File: src/rtl/mult_div_unit.sv
// ============================================================================
// Module   : mult_div_unit
// Brief    : Iterative radix-2 multiply/divide unit with architectural HI/LO.
//            Optional macro MDU_DIVZERO_FLAG_EN adds the div_zero output.
// Revision : 1.0 - initial release
// ============================================================================
`default_nettype none

module mult_div_unit #(
    parameter int WIDTH = 32
) (
    input  logic             clk,
    input  logic             rst_n,
    input  logic             start,
    input  logic [1:0]       op,
    input  logic [WIDTH-1:0] a,
    input  logic [WIDTH-1:0] b,
    input  logic             hi_we,
    input  logic             lo_we,
    input  logic [WIDTH-1:0] wdata,
    output logic             busy,
    output logic             done,
    output logic [WIDTH-1:0] hi,
    output logic [WIDTH-1:0] lo
`ifdef MDU_DIVZERO_FLAG_EN
   ,output logic             div_zero
`endif
);

    typedef enum logic [1:0] {
        IDLE = 2'd0,
        RUN  = 2'd1,
        FIX  = 2'd2
    } state_t;

    localparam logic [5:0] c_LAST = 6'(WIDTH - 1);

    state_t r_state, w_nextState;

    logic [5:0]       r_count;
    logic [WIDTH-1:0] r_hiAcc;
    logic [WIDTH-1:0] r_loAcc;
    logic [WIDTH-1:0] r_opnd;
    logic             r_isDiv;
    logic             r_negMain;
    logic             r_negRem;
    logic             r_divZero;
    logic [WIDTH-1:0] r_hi;
    logic [WIDTH-1:0] r_lo;
    logic             r_done;
    logic             r_dzPulse;

    // Operand magnitudes and signs captured at launch
    logic             w_signed;
    logic             w_aNeg;
    logic             w_bNeg;
    logic [WIDTH-1:0] w_absA;
    logic [WIDTH-1:0] w_absB;

    assign w_signed = ~op[0];
    assign w_aNeg   = w_signed & a[WIDTH-1];
    assign w_bNeg   = w_signed & b[WIDTH-1];
    assign w_absA   = w_aNeg ? -a : a;
    assign w_absB   = w_bNeg ? -b : b;

    // Multiply step: conditional add, then shift {acc, multiplier} right
    logic [WIDTH-1:0] w_addend;
    logic [WIDTH:0]   w_sum;

    assign w_addend = r_loAcc[0] ? r_opnd : '0;
    assign w_sum    = {1'b0, r_hiAcc} + {1'b0, w_addend};

    // Restoring divide step: shift {rem, dividend} left, trial subtract
    logic [WIDTH:0]   w_remShift;
    logic [WIDTH:0]   w_diff;
    logic             w_ge;

    assign w_remShift = {r_hiAcc, r_loAcc[WIDTH-1]};
    assign w_ge       = (w_remShift >= {1'b0, r_opnd});
    assign w_diff     = w_remShift - {1'b0, r_opnd};

    // Sign correction applied in FIX
    logic [2*WIDTH-1:0] w_prod;
    logic [2*WIDTH-1:0] w_prodFix;
    logic [WIDTH-1:0]   w_quoFix;
    logic [WIDTH-1:0]   w_remFix;

    assign w_prod    = {r_hiAcc, r_loAcc};
    assign w_prodFix = r_negMain ? -w_prod : w_prod;
    assign w_quoFix  = r_divZero ? '1 : (r_negMain ? -r_loAcc : r_loAcc);
    // With a zero divisor the remainder path reproduces |a|, so the sign fix returns a
    assign w_remFix  = r_negRem ? -r_hiAcc : r_hiAcc;

    always_ff @(posedge clk or negedge rst_n) begin
        if (!rst_n) begin
            r_state <= IDLE;
        end else begin
            r_state <= w_nextState;
        end
    end

    always_comb begin
        w_nextState = r_state;
        case (r_state)
            IDLE:    if (start) w_nextState = RUN;
            RUN:     if (r_count == c_LAST) w_nextState = FIX;
            FIX:     w_nextState = IDLE;
            default: w_nextState = IDLE;
        endcase
    end

    always_ff @(posedge clk or negedge rst_n) begin
        if (!rst_n) begin
            r_count   <= '0;
            r_hiAcc   <= '0;
            r_loAcc   <= '0;
            r_opnd    <= '0;
            r_isDiv   <= 1'b0;
            r_negMain <= 1'b0;
            r_negRem  <= 1'b0;
            r_divZero <= 1'b0;
            r_hi      <= '0;
            r_lo      <= '0;
            r_done    <= 1'b0;
            r_dzPulse <= 1'b0;
        end else begin
            r_done    <= (r_state == FIX);
            r_dzPulse <= (r_state == FIX) & r_divZero;
            case (r_state)
                IDLE: begin
                    r_count <= '0;
                    if (start) begin
                        r_hiAcc   <= '0;
                        r_loAcc   <= op[1] ? w_absA : w_absB;
                        r_opnd    <= op[1] ? w_absB : w_absA;
                        r_isDiv   <= op[1];
                        r_negMain <= w_aNeg ^ w_bNeg;
                        r_negRem  <= w_aNeg;
                        r_divZero <= op[1] & (b == '0);
                    end else begin
                        if (hi_we) r_hi <= wdata;
                        if (lo_we) r_lo <= wdata;
                    end
                end
                RUN: begin
                    r_count <= r_count + 6'd1;
                    if (r_isDiv) begin
                        r_hiAcc <= w_ge ? w_diff[WIDTH-1:0] : w_remShift[WIDTH-1:0];
                        r_loAcc <= {r_loAcc[WIDTH-2:0], w_ge};
                    end else begin
                        r_hiAcc <= w_sum[WIDTH:1];
                        r_loAcc <= {w_sum[0], r_loAcc[WIDTH-1:1]};
                    end
                end
                FIX: begin
                    r_count <= '0;
                    if (r_isDiv) begin
                        r_hi <= w_remFix;
                        r_lo <= w_quoFix;
                    end else begin
                        r_hi <= w_prodFix[2*WIDTH-1:WIDTH];
                        r_lo <= w_prodFix[WIDTH-1:0];
                    end
                end
                default: r_count <= '0;
            endcase
        end
    end

    assign busy = (r_state != IDLE);
    assign done = r_done;
    assign hi   = r_hi;
    assign lo   = r_lo;

`ifdef MDU_DIVZERO_FLAG_EN
    assign div_zero = r_dzPulse;
`else
    logic w_unusedDz;
    assign w_unusedDz = r_dzPulse;
`endif

endmodule

`default_nettype wire

File: config.mk
export PLATFORM = sky130hd
export DESIGN_NAME = mult_div_unit
export DESIGN_NICKNAME = d
export VERILOG_FILES = /design/src/rtl/mult_div_unit.sv
export SDC_FILE = /design/constraint.sdc
export NUM_CORES = 1
export LEC_CHECK = 0
export CAP_MARGIN = 20
export CORE_MARGIN = 8
export CORE_UTILIZATION = 55
export CTS_CLUSTER_DIAMETER = 120
export DETAILED_ROUTE_END_ITERATION = 10
export PLACE_DENSITY = 0.75
export REMOVE_ABC_BUFFERS = 1
export SYNTH_ARGS = -nofsm -noshare
export SYNTH_HDL_FRONTEND = slang
export SYNTH_SLANG_ARGS = --single-unit
File: constraint.sdc
create_clock -name clk -period 3.9 [get_ports clk]
set_input_delay 0.585 -clock clk [delete_from_list [all_inputs] [get_ports clk]]
set_output_delay 0.585 -clock clk [all_outputs]
set_load 0.03 [all_outputs]
==> results of run 1 <==
==> per-layer routing <==
layer  up-vias  part of all wire (%)  wire (µm)
met2       710                    46      23700
met5         -                 0.021         11
met1      7210                    42      21800
li1       7030                     -          -
met3       125                   7.5       3890
met4         2                   4.4       2270
==> layout by cell type, fill, tap and decap left out, types with 43 or more instances in the layout <==
| cell type | netlist | layout |
|---|---|---|
| a211oi_1 | 59 | 59 |
| nor3_1 | 44 | 44 |
| dfrtp_1 | 173 | 172 |
| inv_1 | 65 | 64 |
| nand2_1 | 184 | 183 |
| buf_4 | 3 | 58 |
| a21oi_1 | 161 | 160 |
| nor2_1 | 156 | 156 |
| o21ai_1 | 43 | 43 |
| ha_1 | 69 | 69 |
| o21ai_0 | 148 | 148 |
| clkdlybuf4s50_1 | 0 | 166 |
| mux2i_1 | 75 | 75 |
| xor2_1 | 78 | 78 |
| xnor2_1 | 94 | 94 |
==> area by class of cell <==
cell class / count / area, µm²
Clock inverter: 14 / 144
Clock buffer: 18 / 439
Multi-Input combinational cell: 1508 / 9870
Timing Repair Buffer: 229 / 2170
Antenna cell: 1 / 2.50
Sequential cell: 173 / 4330
Tap cell: 341 / 427
Inverter: 67 / 251
Fill cell: 2361 / 9080
==> worst register-to-register path, delay by kind of cell (launching register included) <==
family	cells	cell delay (ns)
flops	1	0.41
fa+ha+maj	2	0.43
buf+inv	4	0.55
compound gates	6	1.34
simple gates	5	0.80
==> flip-flops by register name, summed over array words and instances (netlist names) <==
register / count
r_divZero: 1
r_isDiv: 1
lo: 32
r_hiAcc: 32
hi: 32
r_negRem: 1
r_state: 2
done: 1
r_count: 6
r_loAcc: 32
r_negMain: 1
r_opnd: 32
==> through the flow <==
stage                     area (µm²)  util [%]
final                          17600      66.0
after CTS                      17600      66.0
after global routing           17600      66.0
after floorplan                14400         -
after global placement         17000      63.8
after detailed placement       17100      63.8
==> power breakdown <==
group / internal, W / switching, W / total (W)
combinational: 0.00400 / 0.00540 / 0.00939
sequential: 0.00246 / 0.000912 / 0.00337
clock: 0.000871 / 0.000884 / 0.00175
==> worst max path at each step <==
stage                              to  cells after the start  slack, ns
after floorplan           r_hiAcc[31]                     11      -2.58
after global placement    r_loAcc[31]                     10       0.26
after detailed placement  r_loAcc[31]                     10       0.24
after CTS                 r_hiAcc[28]                     15       0.28
after global routing      r_hiAcc[28]                     15      0.009
final                     r_hiAcc[31]                     17       0.29
==> timing repair <==
item / in CTS / in global routing
setup endpoints to repair: 0 / 1
setup buffers: 0 / 0
resized for setup: 0 / 1
hold endpoints to repair: 0 / 0
hold buffers: 0 / 0
==> cells by family (layout without fill, tap and decap cells) <==
kind of cell               count (synthesis)  in the layout  synth area share, %
adders and majority gates                 71             71                 6.08
muxes                                     82             82                 5.58
and+or+nand+nor                          553            553                 17.7
AOI/OAI and AO/OA                        630            630                 26.6
buffers and inverters                    183            328                 4.79
DFF                                      173            173                 29.1
other                                      0              1                    0
xor gates and xnor gates                 172            172                 10.1
==> reports/results.ini, run 1 <==
[status]
status = finished, final reports clean

[sta]
final.period_utilization_pct = 92.5
fin_ws_ns = 0.292
worst_slew_pin_slew_ns = 0.945
relSlewSlack_pct = 37.0
timing.fmax_mhz = 277
fin_skew_ns = 0.0169
hold_ws_ns = 0.174
rsz0062_at_grt = no
setup_tns_ns = 0
slew_viol_final = 0
setup_violations = 0
final_hold_viol_count = 0
period_needed_ns = 3.61

[global_routing]
antenna_found_initial = 2
grt_max_degree = 102
grt_pass1_wl_um = 82200
grt-ovfl-total = 0
grtUsageMet1_pct = 39.7
busiest_layer = met2
first_global_vias = 15000
grt_use_met2_pct = 50.2
track_usage_pct = 31.3
met3_usage_pct = 6.35

[synth]
synth-seq-cells = 173
yosysSeqAreaShare_pct = 29.1
synthFlopType = dfrtp_1
yosysWarningCount = 0
netlist_top_cells_count = 184 x nand2_1, 173 x dfrtp_1, 161 x a21oi_1
syn_area_um2 = 14900
synth_edf_count = 0
synth_top_area_share_pct = 29.1
synth_area_leaders = dfrtp_1 29%, ha_1 5.8%, xnor2_1 5.5%
synth_largest_area_cell = dfrtp_1
synthDistinctLibCells = 79
postSynthCellCount = 1864
syn_area_per_cell_um2 = 7.98
async_flop_share_pct = 100
yosysMostFrequentCell = nand2_1

[setup_path]
r2r_end = r_hiAcc[31]
worstRegToRegCells = 17
crit_fanout = 4
required_ns = 4.24
critPathKind = flop to flop
crit_chain = and2_1, ha_1, inv_1, fa_1, nand2b_1, a21oi_1, o31ai_1, buf_4, and3_1, nor4_1, buf_4, nor2_1, o21ai_0, buf_4, a221o_1, a211o_1, a32o_1
critPathMaxStageDelay_ns = 0.41
crit_buf_inv = 4
cp-startpoint = r_loAcc[0]
rrSetupSlack_ns = 0.29
end_kind = flop
r2r-start = r_loAcc[0]
crit_top_cell = buf_4
cp_slowest_cell = dfrtp_1
startpoint_type = flop
critical_path.top_delay_family = compound AO/OA/AOI/OAI gates
cp.arrival_ns = 3.95

[die]
placement_rows = 60
initial_core_util_pct = 55.6
chipWidth_um = 180
core_area_um2 = 26700
fp.dieH_um = 180
io_pins = 169
dieArea_um2 = 32500

[clock_tree]
cts_tree = built
cts.sinks = 173
cts_max_path_buffers = 2
cts_buffers = 17
clk_latency_ns = 0.45
clkTransAtPathRegs_ns = 0.08
cts_max_level = 4
root_buffer = clkbuf_16

[routing]
drc = 0
dr.pass1.iters = 5
detail_route.wl_per_cell_um = 22.0
drt_wl_total_um = 51600
num_vias = 15100
detail-route-antenna-nets = 0
via_per_inst = 6.41
initialDrtViolationCount = 1444

[cells_and_area]
fin_cells = 2351
drive_gt1_share_pct = 6.97
final_nets = 2170
syn_to_final_growth_pct = 18.7

[power_and_ir_drop]
power_density_nw_per_um2 = 823
vdd_drop_max_v = 0.000426
p_leak_nw = 7.25
power.total_w = 0.0145

[placed_design]
placedCellCount = 2318
post-dp-hpwl_um = 39300
post-place-ws_ns = 0.241
routabilityCongestion = 0.984
port_buffers = 168

[job]
cap_violations = 0

[min_path]
hp-class = input pin to asynchronous set/reset pin

Note: power is estimated with default switching activity, not from simulation.
==> run 2: changes to the inputs <==
--- a/config.mk
+++ b/config.mk
@@ -5,6 +5,7 @@
 export SDC_FILE = /design/constraint.sdc
 export NUM_CORES = 1
 export LEC_CHECK = 0
+export ABC_CLOCK_PERIOD_IN_PS = 3900
 export CAP_MARGIN = 20
 export CORE_MARGIN = 8
 export CORE_UTILIZATION = 55
==> results of run 2 <==
No change in the layout: final DEF, timing and power equal those of run 1.
